**src/rtl/ws2812_pkg.sv**
```systemverilog
// Shared WS2812 line constants and receiver state encoding.
// Timing values are 50 MHz clock cycles and are shared with the ws2812 transmitter.
package ws2812_pkg;

    localparam int unsigned T0H_CYC       = 20;    // high time of a 0 bit
    localparam int unsigned T1H_CYC       = 40;    // high time of a 1 bit
    localparam int unsigned T0L_CYC       = 42;    // low time of a 0 bit
    localparam int unsigned T1L_CYC       = 22;    // low time of a 1 bit
    localparam int unsigned BIT_CYC       = 62;    // nominal bit period (1.25 us)
    localparam int unsigned RESET_LOW_CYC = 2500;  // latch low time (50 us)

    localparam int unsigned PIXEL_W       = 24;    // GRB pixel word

    typedef enum logic [1:0] {
        S_SYNC,
        S_IDLE,
        S_HIGH,
        S_LOW
    } rx_state_e;

endpackage

```
**src/rtl/sync_edge.sv**
```systemverilog
// Two-flop synchronizer for an asynchronous line, plus a delay flop for edge strobes.
// Ports:
//   clk, reset  : clock, async active-high reset
//   din         : asynchronous input
//   din_sync    : synchronized level (registered)
//   rise_c      : combinational strobe, synchronized rising edge
//   fall_c      : combinational strobe, synchronized falling edge
module sync_edge (
    input  logic clk,
    input  logic reset,
    input  logic din,
    output logic din_sync,
    output logic rise_c,
    output logic fall_c
);

    logic meta_q, meta_d;
    logic sync_q, sync_d;
    logic dly_q,  dly_d;

    // Pure shift chain: meta -> sync -> dly.
    always_comb begin
        meta_d = din;
        sync_d = meta_q;
        dly_d  = sync_q;
    end

    always_ff @(posedge clk or posedge reset) begin
        if (reset) begin
            meta_q <= 1'b0;
            sync_q <= 1'b0;
            dly_q  <= 1'b0;
        end else begin
            meta_q <= meta_d;
            sync_q <= sync_d;
            dly_q  <= dly_d;
        end
    end

    assign din_sync = sync_q;
    assign rise_c   = sync_q & ~dly_q;
    assign fall_c   = ~sync_q & dly_q;

endmodule

```
**src/rtl/ws2812_rx.sv**
```systemverilog
// WS2812 NRZ line decoder: recovers 24-bit GRB pixels with their frame index,
// and flags frame latch (long low) and timing / overflow errors.
// Ports:
//   clk, reset   : clock, async active-high reset
//   din          : asynchronous WS2812 data line
//   pixel_data   : last decoded pixel, first-received bit at [23]
//   pixel_valid  : one-cycle strobe, pixel_data / pixel_index valid
//   pixel_index  : 0-based position of pixel_data in the frame
//   frame_done   : one-cycle strobe on latch
//   frame_count  : pixels received in the latched frame (valid with frame_done)
//   err          : one-cycle strobe on glitch, over-long high, overflow or partial pixel
module ws2812_rx
    import ws2812_pkg::*;
#(
    parameter int unsigned BIT_THRESH = 30,
    parameter int unsigned MIN_HIGH   = 8,
    parameter int unsigned MAX_HIGH   = 60,
    parameter int unsigned RESET_LOW  = RESET_LOW_CYC,
    parameter int unsigned NUM_PIXELS = 64,
    parameter int unsigned IDX_W      = 6
) (
    input  logic               clk,
    input  logic               reset,
    input  logic               din,
    output logic [PIXEL_W-1:0] pixel_data,
    output logic               pixel_valid,
    output logic [IDX_W-1:0]   pixel_index,
    output logic               frame_done,
    output logic [IDX_W:0]     frame_count,
    output logic               err
);

    localparam int unsigned CNT_W  = $clog2(RESET_LOW + 1);
    localparam int unsigned BCNT_W = $clog2(PIXEL_W);
    localparam int unsigned PCNT_W = IDX_W + 1;
    localparam logic [CNT_W-1:0] CNT_MAX = CNT_W'(RESET_LOW);

    logic din_sync, rise_c, fall_c;

    sync_edge u_sync_edge (
        .clk      (clk),
        .reset    (reset),
        .din      (din),
        .din_sync (din_sync),
        .rise_c   (rise_c),
        .fall_c   (fall_c)
    );

    rx_state_e           state_q, state_d;
    logic [CNT_W-1:0]    hcnt_q, hcnt_d;
    logic [CNT_W-1:0]    lcnt_q, lcnt_d;
    logic [PIXEL_W-2:0]  shift_q, shift_d;   // the 24th bit completes the word directly
    logic [BCNT_W-1:0]   bcnt_q, bcnt_d;
    logic [PCNT_W-1:0]   pcnt_q, pcnt_d;
    logic [PIXEL_W-1:0]  pixel_data_q, pixel_data_d;
    logic [IDX_W-1:0]    pixel_index_q, pixel_index_d;
    logic                pixel_valid_q, pixel_valid_d;
    logic                frame_done_q, frame_done_d;
    logic [PCNT_W-1:0]   frame_count_q, frame_count_d;
    logic                err_q, err_d;

    logic [CNT_W-1:0]    hcnt_inc_c, lcnt_inc_c;
    logic                bit_val_c;

    // Saturating counter increments; counters never wrap.
    assign hcnt_inc_c = (hcnt_q == CNT_MAX) ? hcnt_q : hcnt_q + CNT_W'(1);
    assign lcnt_inc_c = (lcnt_q == CNT_MAX) ? lcnt_q : lcnt_q + CNT_W'(1);
    assign bit_val_c  = (hcnt_q >= CNT_W'(BIT_THRESH));

    // Next-state and registered-output logic.
    always_comb begin
        state_d       = state_q;
        hcnt_d        = hcnt_q;
        lcnt_d        = lcnt_q;
        shift_d       = shift_q;
        bcnt_d        = bcnt_q;
        pcnt_d        = pcnt_q;
        pixel_data_d  = pixel_data_q;
        pixel_index_d = pixel_index_q;
        pixel_valid_d = 1'b0;
        frame_done_d  = 1'b0;
        frame_count_d = frame_count_q;
        err_d         = 1'b0;

        case (state_q)
            // Wait for one full latch-length low before trusting frame alignment.
            S_SYNC: begin
                if (din_sync) begin
                    lcnt_d = '0;
                end else if (lcnt_inc_c == CNT_MAX) begin
                    state_d = S_IDLE;
                    lcnt_d  = '0;
                    bcnt_d  = '0;
                    pcnt_d  = '0;
                end else begin
                    lcnt_d = lcnt_inc_c;
                end
            end

            S_IDLE: begin
                if (rise_c) begin
                    state_d = S_HIGH;
                    hcnt_d  = CNT_W'(1);
                end
            end

            S_HIGH: begin
                if (fall_c) begin
                    if (hcnt_q < CNT_W'(MIN_HIGH)) begin
                        err_d   = 1'b1;
                        state_d = S_SYNC;
                        lcnt_d  = '0;
                        bcnt_d  = '0;
                        pcnt_d  = '0;
                    end else begin
                        state_d = S_LOW;
                        lcnt_d  = CNT_W'(1);
                        if (bcnt_q == BCNT_W'(PIXEL_W - 1)) begin
                            bcnt_d = '0;
                            if (pcnt_q < PCNT_W'(NUM_PIXELS)) begin
                                pixel_data_d  = {shift_q, bit_val_c};
                                pixel_index_d = pcnt_q[IDX_W-1:0];
                                pixel_valid_d = 1'b1;
                                pcnt_d        = pcnt_q + PCNT_W'(1);
                            end else begin
                                err_d = 1'b1;
                            end
                        end else begin
                            shift_d = {shift_q[PIXEL_W-3:0], bit_val_c};
                            bcnt_d  = bcnt_q + BCNT_W'(1);
                        end
                    end
                end else if (hcnt_q >= CNT_W'(MAX_HIGH)) begin
                    // Still high after MAX_HIGH cycles: pulse is too long.
                    err_d   = 1'b1;
                    state_d = S_SYNC;
                    lcnt_d  = '0;
                    bcnt_d  = '0;
                    pcnt_d  = '0;
                end else begin
                    hcnt_d = hcnt_inc_c;
                end
            end

            S_LOW: begin
                if (rise_c) begin
                    state_d = S_HIGH;
                    hcnt_d  = CNT_W'(1);
                end else begin
                    lcnt_d = lcnt_inc_c;
                    if (lcnt_inc_c == CNT_MAX) begin
                        // Latch: report the frame, flag any partial pixel.
                        frame_done_d  = 1'b1;
                        frame_count_d = pcnt_q;
                        err_d         = (bcnt_q != '0);
                        pcnt_d        = '0;
                        bcnt_d        = '0;
                        lcnt_d        = '0;
                        state_d       = S_IDLE;
                    end
                end
            end

            default: state_d = S_SYNC;
        endcase
    end

    always_ff @(posedge clk or posedge reset) begin
        if (reset) begin
            state_q       <= S_SYNC;
            hcnt_q        <= '0;
            lcnt_q        <= '0;
            shift_q       <= '0;
            bcnt_q        <= '0;
            pcnt_q        <= '0;
            pixel_data_q  <= '0;
            pixel_index_q <= '0;
            pixel_valid_q <= 1'b0;
            frame_done_q  <= 1'b0;
            frame_count_q <= '0;
            err_q         <= 1'b0;
        end else begin
            state_q       <= state_d;
            hcnt_q        <= hcnt_d;
            lcnt_q        <= lcnt_d;
            shift_q       <= shift_d;
            bcnt_q        <= bcnt_d;
            pcnt_q        <= pcnt_d;
            pixel_data_q  <= pixel_data_d;
            pixel_index_q <= pixel_index_d;
            pixel_valid_q <= pixel_valid_d;
            frame_done_q  <= frame_done_d;
            frame_count_q <= frame_count_d;
            err_q         <= err_d;
        end
    end

    assign pixel_data  = pixel_data_q;
    assign pixel_valid = pixel_valid_q;
    assign pixel_index = pixel_index_q;
    assign frame_done  = frame_done_q;
    assign frame_count = frame_count_q;
    assign err         = err_q;

endmodule

```
**config.mk**
```make
export PLATFORM = sky130hd
export DESIGN_NAME = ws2812_rx
export DESIGN_NICKNAME = d
export VERILOG_FILES = /design/src/rtl/ws2812_pkg.sv /design/src/rtl/sync_edge.sv /design/src/rtl/ws2812_rx.sv
export SDC_FILE = /design/constraint.sdc
export NUM_CORES = 1
export LEC_CHECK = 0
export BUFFER_PORTS_ARGS = -buffer_cell sky130_fd_sc_hd__buf_2
export CORE_MARGIN = 5
export CORE_UTILIZATION = 33
export DETAILED_ROUTE_END_ITERATION = 8
export SLEW_MARGIN = 20
export SYNTH_ARGS = -nofsm -noshare
export SYNTH_HDL_FRONTEND = slang
export SYNTH_SLANG_ARGS = --single-unit
```
**constraint.sdc**
```tcl
create_clock -name clk -period 4.3 [get_ports clk]
set_clock_uncertainty 0.15 [all_clocks]
set_input_delay 0.215 -clock clk [delete_from_list [all_inputs] [get_ports clk]]
set_output_delay 0.215 -clock clk [all_outputs]
set_load 0.01 [all_outputs]
```
After elaboration in Yosys (flattened, before gate mapping)
Cells that the tools add are included.
{"block": "op_classes", "add_sub_neg": 4, "magnitude_cmp": 4, "eq_ne": 17, "n_mux": 54, "n_bitwise": 7, "reduce_logical": 13}
{"op": "two-way mux 12 bit", "n": 10}
{"op": "two-way mux 7 bit", "n": 8}
{"op": "== test 12 bit (second input constant)", "n": 3}
{"op": "case mux 12 bit (3 select lines)", "n": 1}
{"op": "two-way mux 5 bit", "n": 7}
{"op": "adder 12 x 1 -> 12 bit (second input constant)", "n": 2}
{"op": "case mux 12 bit (2 select lines)", "n": 1}
{"op": "case mux 7 bit (3 select lines)", "n": 1}
{"op": "two-way mux 1 bit", "n": 16}
{"op": "case mux 5 bit (3 select lines)", "n": 1}
{"op": "two-way mux 2 bit", "n": 7}
{"op": ">= comparator 12 x 5 -> 1 bit (second input constant)", "n": 1}
{"op": ">= comparator 12 x 6 -> 1 bit (second input constant)", "n": 1}
{"op": "< comparator 12 x 4 -> 1 bit (second input constant)", "n": 1}
{"op": "!= test 2 bit (second input constant)", "n": 6}
{"op": "AND reduction 5 bit", "n": 2}
{"op": "AND reduction 3 bit", "n": 3}
{"op": "!= test 4 bit (second input constant)", "n": 2}
{"op": "case mux 2 bit (4 select lines)", "n": 1}
{"op": "AND reduction 4 bit", "n": 2}
{"op": "adder 7 x 1 -> 7 bit (second input constant)", "n": 1}
{"op": "< comparator 7 bit (second input constant)", "n": 1}
{"op": "AND reduction 6 bit", "n": 1}
{"op": "adder 5 x 1 -> 5 bit (second input constant)", "n": 1}
{"op": "other kinds (13)", "n": 19}
{"block": "totals", "ff_bits": 104, "input_bits": 3, "elab_cells": 114}

Depth between registers and ports, before layout
{"block": "logic_depth", "ltp_word": 6, "mapped_depth": 10}

By module
Synthesis repeated with hierarchy kept, for this count alone.
{"block": "hier_totals", "hier_cells": 476, "area_unflattened_um2": 4769.6}
{"module": "ws2812_rx", "n_inst": 1, "cells_each": 470, "area_per_inst_um2": 4675.7}
{"module": "sync_edge", "n_inst": 1, "cells_each": 6, "area_per_inst_um2": 93.8}

Worst setup path before layout
No wires, ideal clock.
{"block": "synth_path", "kind": "flip-flop to flip-flop", "start": "register lcnt_q[0]", "end": "register frame_count_q[0] (netlist: frame_count[0])", "arrival_time_ns": 2.790, "t_required_ns": 4.025, "setup_slack_ns": 1.235, "path_stages_with_launch": 11, "path_buffers": 1, "cell_sequence": "dfrtp_1 inv_1 ha_1 or4b_4 or4_4 a221oi_2 and4b_1 buf_6 nand2_2 nor2_4 mux2_2"}
{"block": "synth_between", "elab_chain_cells": 4, "elab_cells_between_ends": 5, "cone_classes": "add/sub: 1; eq/ne: 2; mux: 1; reduce/logical: 1"}
{"element": "start, declared", "line_no": "ws2812_rx.sv:51", "text": "logic [CNT_W-1:0] lcnt_q, lcnt_d;"}
{"element": "start signal, assigned", "line_no": "ws2812_rx.sv:185", "text": "lcnt_q <= lcnt_d;"}
{"element": "adder 12 x 1 -> 12 bit / == test 12 bit (equally long branches)", "line_no": "ws2812_rx.sv:67", "text": "assign lcnt_inc_c = (lcnt_q == CNT_MAX) ? lcnt_q : lcnt_q + CNT_W'(1);"}
{"element": "two-way mux 12 bit *", "line_no": "ws2812_rx.sv:67"}
{"element": "== test 12 bit *", "line_no": "ws2812_rx.sv:151", "text": "if (lcnt_inc_c == CNT_MAX) begin"}
{"element": "AND reduction 3 bit (no line) *"}
{"element": "end signal, assigned", "line_no": "ws2812_rx.sv:193", "text": "frame_count_q <= frame_count_d;"}
{"element": "end, declared", "line_no": "ws2812_rx.sv:59", "text": "logic [PCNT_W-1:0] frame_count_q, frame_count_d;"}
Mark *: on every way between the ends. The rest lies on a longest branch, timed or not.
A chain may end at the register's enable or synchronous reset.

Worst setup path in the final report
{"block": "layout_path", "start": "register lcnt_q[0]", "end": "register frame_count_q[4] (netlist: frame_count[4])"}
The elaborated chain is that of the path after synthesis.

==> impl_metrics.yaml <==
setup_path:
  slowest_stage: "and4b_1"
  path_class: "reg -> reg"
  worstPathArrival_ns: 3.59
  cp_max_fo: 10
  cpLargestDelayFamily: "simple AND/OR/NAND/NOR gates"
  cp-start-kind: "flip-flop"
  critPathBufInv: 1
  end_kind: "flip-flop"
  crit_chain: "inv_1 -> ha_1 -> or4b_4 -> or4_4 -> a221oi_2 -> and4b_1 -> nand2_2 -> nor2_4 -> mux2_2"
  cp.required_ns: 4.38
  cpPeakStageDelay_ns: 0.49
grt:
  gr-total-overflow: 0
  antenna_found_initial: 0
  grt_usage_pct: 12.2
  grt_max_degree: 76
  grt_first_pass_wirelength_mm: 16.7
  grt_pass1_vias: 3518
routing:
  drtIter0Drc: 209
  post-route-drc-count: 0
  vias_per_cell: 5.07
  routedWlPerCell_um: 13.8
  drt_wl_total_mm: 9.51
  antenna_left: 0
  routed-via-count: 3483
  firstDrtPassIters: 4
power_and_ir_drop:
  ir_drop_mv: 0.201
  power.density_nw_per_um2: 350
  p_leak_nw: 2.70
synth:
  synth.distinct_cells: 51
  syn_inst: 463
  ys_warn_count: 0
  synth_top_area_cell: "dfrtp_1"
  yosysMostFrequentCell: "nand2_1"
  syn-num-nets: 474
  synth.top_cells.by_area: "dfrtp_1 55%, nand2_1 9.1%, mux2_2 7.4%"
  post_synth.cell_area_avg_um2: 10.2
  synth_seq_cells: 104
  synth_common_cells: "114 x nand2_1, 104 x dfrtp_1, 31 x mux2_2"
  synth_top_area_share_pct: 55.3
  syn_area_um2: 4710
  synthFlopType: "dfrtp_1"
  yosysSeqAreaShare_pct: 55.3
  ys_async_sr_fraction_pct: 100
  synth_edf_count: 0
sta:
  maxSlewViolCount: 0
  worst_slack_ns: 0.786
  tightest_slew_ns: 0.997
  hold_slack_ns: 0.206
  tns_ns: 0
  hold_viol: 0
  fin_crit_ns: 3.51
  finalSetupViolations: 0
  fin_crit_sh_pct: 81.7
  rsz0062_at_grt: "false"
  max-slew-margin-rel_pct: 33.4
  timing.fmax_mhz: 285
clocking:
  cts_tree: "built"
  cts_setup_buffers: 0
  cts_buffers: 9
  root_buffer: "clkbuf_16"
  h-tree-depth: 3
  clk_latency_ns: 0.35
  clk_pin_slew_ns: 0.08
  cts.path.max_buffers: 2
  clkSinkCount: 104
finish:
  fill_cells: 1385
  fin_cells: 687
  area_growth_pct: 15.0
  drive_gt1_share_pct: 20.3
  n_antenna_cell: 0
  fin_util_pct: 38.9
  multiInputGateArea_um2: 1970
  regArea_um2: 2600
  fin_nets: 513
floorplanning:
  num_rows: 43
  core_um2: 13900
  start_util_pct: 33.8
  die_height_um: 129
  ios: 43
  dieArea_um2: 16800
  dieWidth_um: 129
placement:
  numPortBuffers: 42
  pre_cts_ws_ns: 0.811
  dp_cells: 669
  dp_hpwl_mm: 6.57
  gp_congestion: 0.870
run:
  maxCapViolations: 0
min_path:
  min_path_type: "reg -> reg"
run_status:
  status: "finished, final reports clean"
-- routing by layer --
metal | GRT usage (%) | wire (µm)
met2 | 19.3 | 4440
met3 | 3.26 | 356
met4 | 3.97 | 132
met5 | 0 | 0
met1 | 16.3 | 4570
-- through the flow --
| stage | cell area, µm² | total power, mW |
|---|---|---|
| after CTS | 5420 | 1.92 |
| after floorplan | 4710 | 1.04 |
| after global routing | 5420 | 1.97 |
| after detailed placement | 5080 | 1.05 |
| final | 5420 | 1.90 |
| after global placement | 5080 | 1.05 |
-- cells in the final DEF, fill, tap and decap left out, types with 3 or more instances in the layout --
cell | synthesis | routed
nor2_1 | 18 | 18
a31oi_1 | 8 | 8
o21ai_0 | 25 | 25
clkbuf_16 | 0 | 9
inv_1 | 13 | 12
and3_1 | 6 | 6
mux2_2 | 31 | 31
nand4_1 | 10 | 10
nand4b_1 | 4 | 4
buf_2 | 1 | 42
nand3_1 | 15 | 15
xor2_1 | 5 | 5
dfrtp_1 | 104 | 104
nand2_1 | 114 | 114
inv_6 | 0 | 3
nand2b_1 | 4 | 4
o31ai_1 | 7 | 7
or3_1 | 4 | 4
a22o_1 | 4 | 4
nor2b_1 | 3 | 3
and2_1 | 8 | 8
nor3_1 | 3 | 3
a21oi_1 | 16 | 16
ha_1 | 8 | 8
-- registers in the layout, indices dropped and copies added, names as in the netlist, 2 cells and up --
| register | flops |
|---|---|
| pixel_data | 24 |
| shift_q | 23 |
| hcnt_q | 12 |
| lcnt_q | 12 |
| frame_count | 7 |
| pcnt_q | 7 |
| pixel_index | 6 |
| bcnt_q | 5 |
| state_q | 2 |
-- power breakdown --
group	switching, mW	total, mW	internal [mW]	leakage, nW
Combinational	0.0325	0.0453	0.0128	1.10
Sequential	0.00572	0.986	0.981	1.44
Clock	0.397	0.865	0.468	0.156
-- logic make-up (layout without fill, tap and decap cells) --
family / after synthesis / in the layout / share of synthesized area, %
and+or+nand+nor: 204 / 204 / 20.5
DFF: 104 / 104 / 55.3
AOI/OAI and AO/OA: 77 / 77 / 10.5
buffers and inverters: 32 / 76 / 2.90
muxes: 31 / 31 / 7.41
adders and majority gates: 8 / 8 / 2.13
xor gates and xnor gates: 7 / 7 / 1.30
-- final cells by class --
class,count,area share [%]
clock buffers,9,4.16
well taps,180,4.16
clock inverters,7,1.71
multi-input cells,327,36.4
repair buffers,46,4.53
inverters,14,1.02
flip-flops and latches,104,48.0
-- path summary, 6_finish.rpt --
kind | start | to | depth (start not counted) | slack (ns)
min in group asynchronous | reset | pixel_data[12]$_DFFE_PP0P_ | 3 | 0.45
min reg2reg | u_sync_edge.meta_q$_DFF_PP0_ | u_sync_edge.din_sync$_DFF_PP0_ | 0 | 0.21
max | lcnt_q[0]$_DFFE_PP0P_ | frame_count[4]$_DFFE_PP0P_ | 9 | 0.79
max in group asynchronous | reset | pcnt_q[3]$_DFFE_PP0P_ | 4 | 2.60
min | u_sync_edge.meta_q$_DFF_PP0_ | u_sync_edge.din_sync$_DFF_PP0_ | 0 | 0.21
max reg2reg | lcnt_q[0]$_DFFE_PP0P_ | frame_count[4]$_DFFE_PP0P_ | 9 | 0.79
-- what timing repair did --
item                                   CTS  global route
hold buffers                             2             0
endpoints found under the hold margin   75             0
gates resized for setup                  0             0
Note: power is estimated with default switching activity, not from simulation.
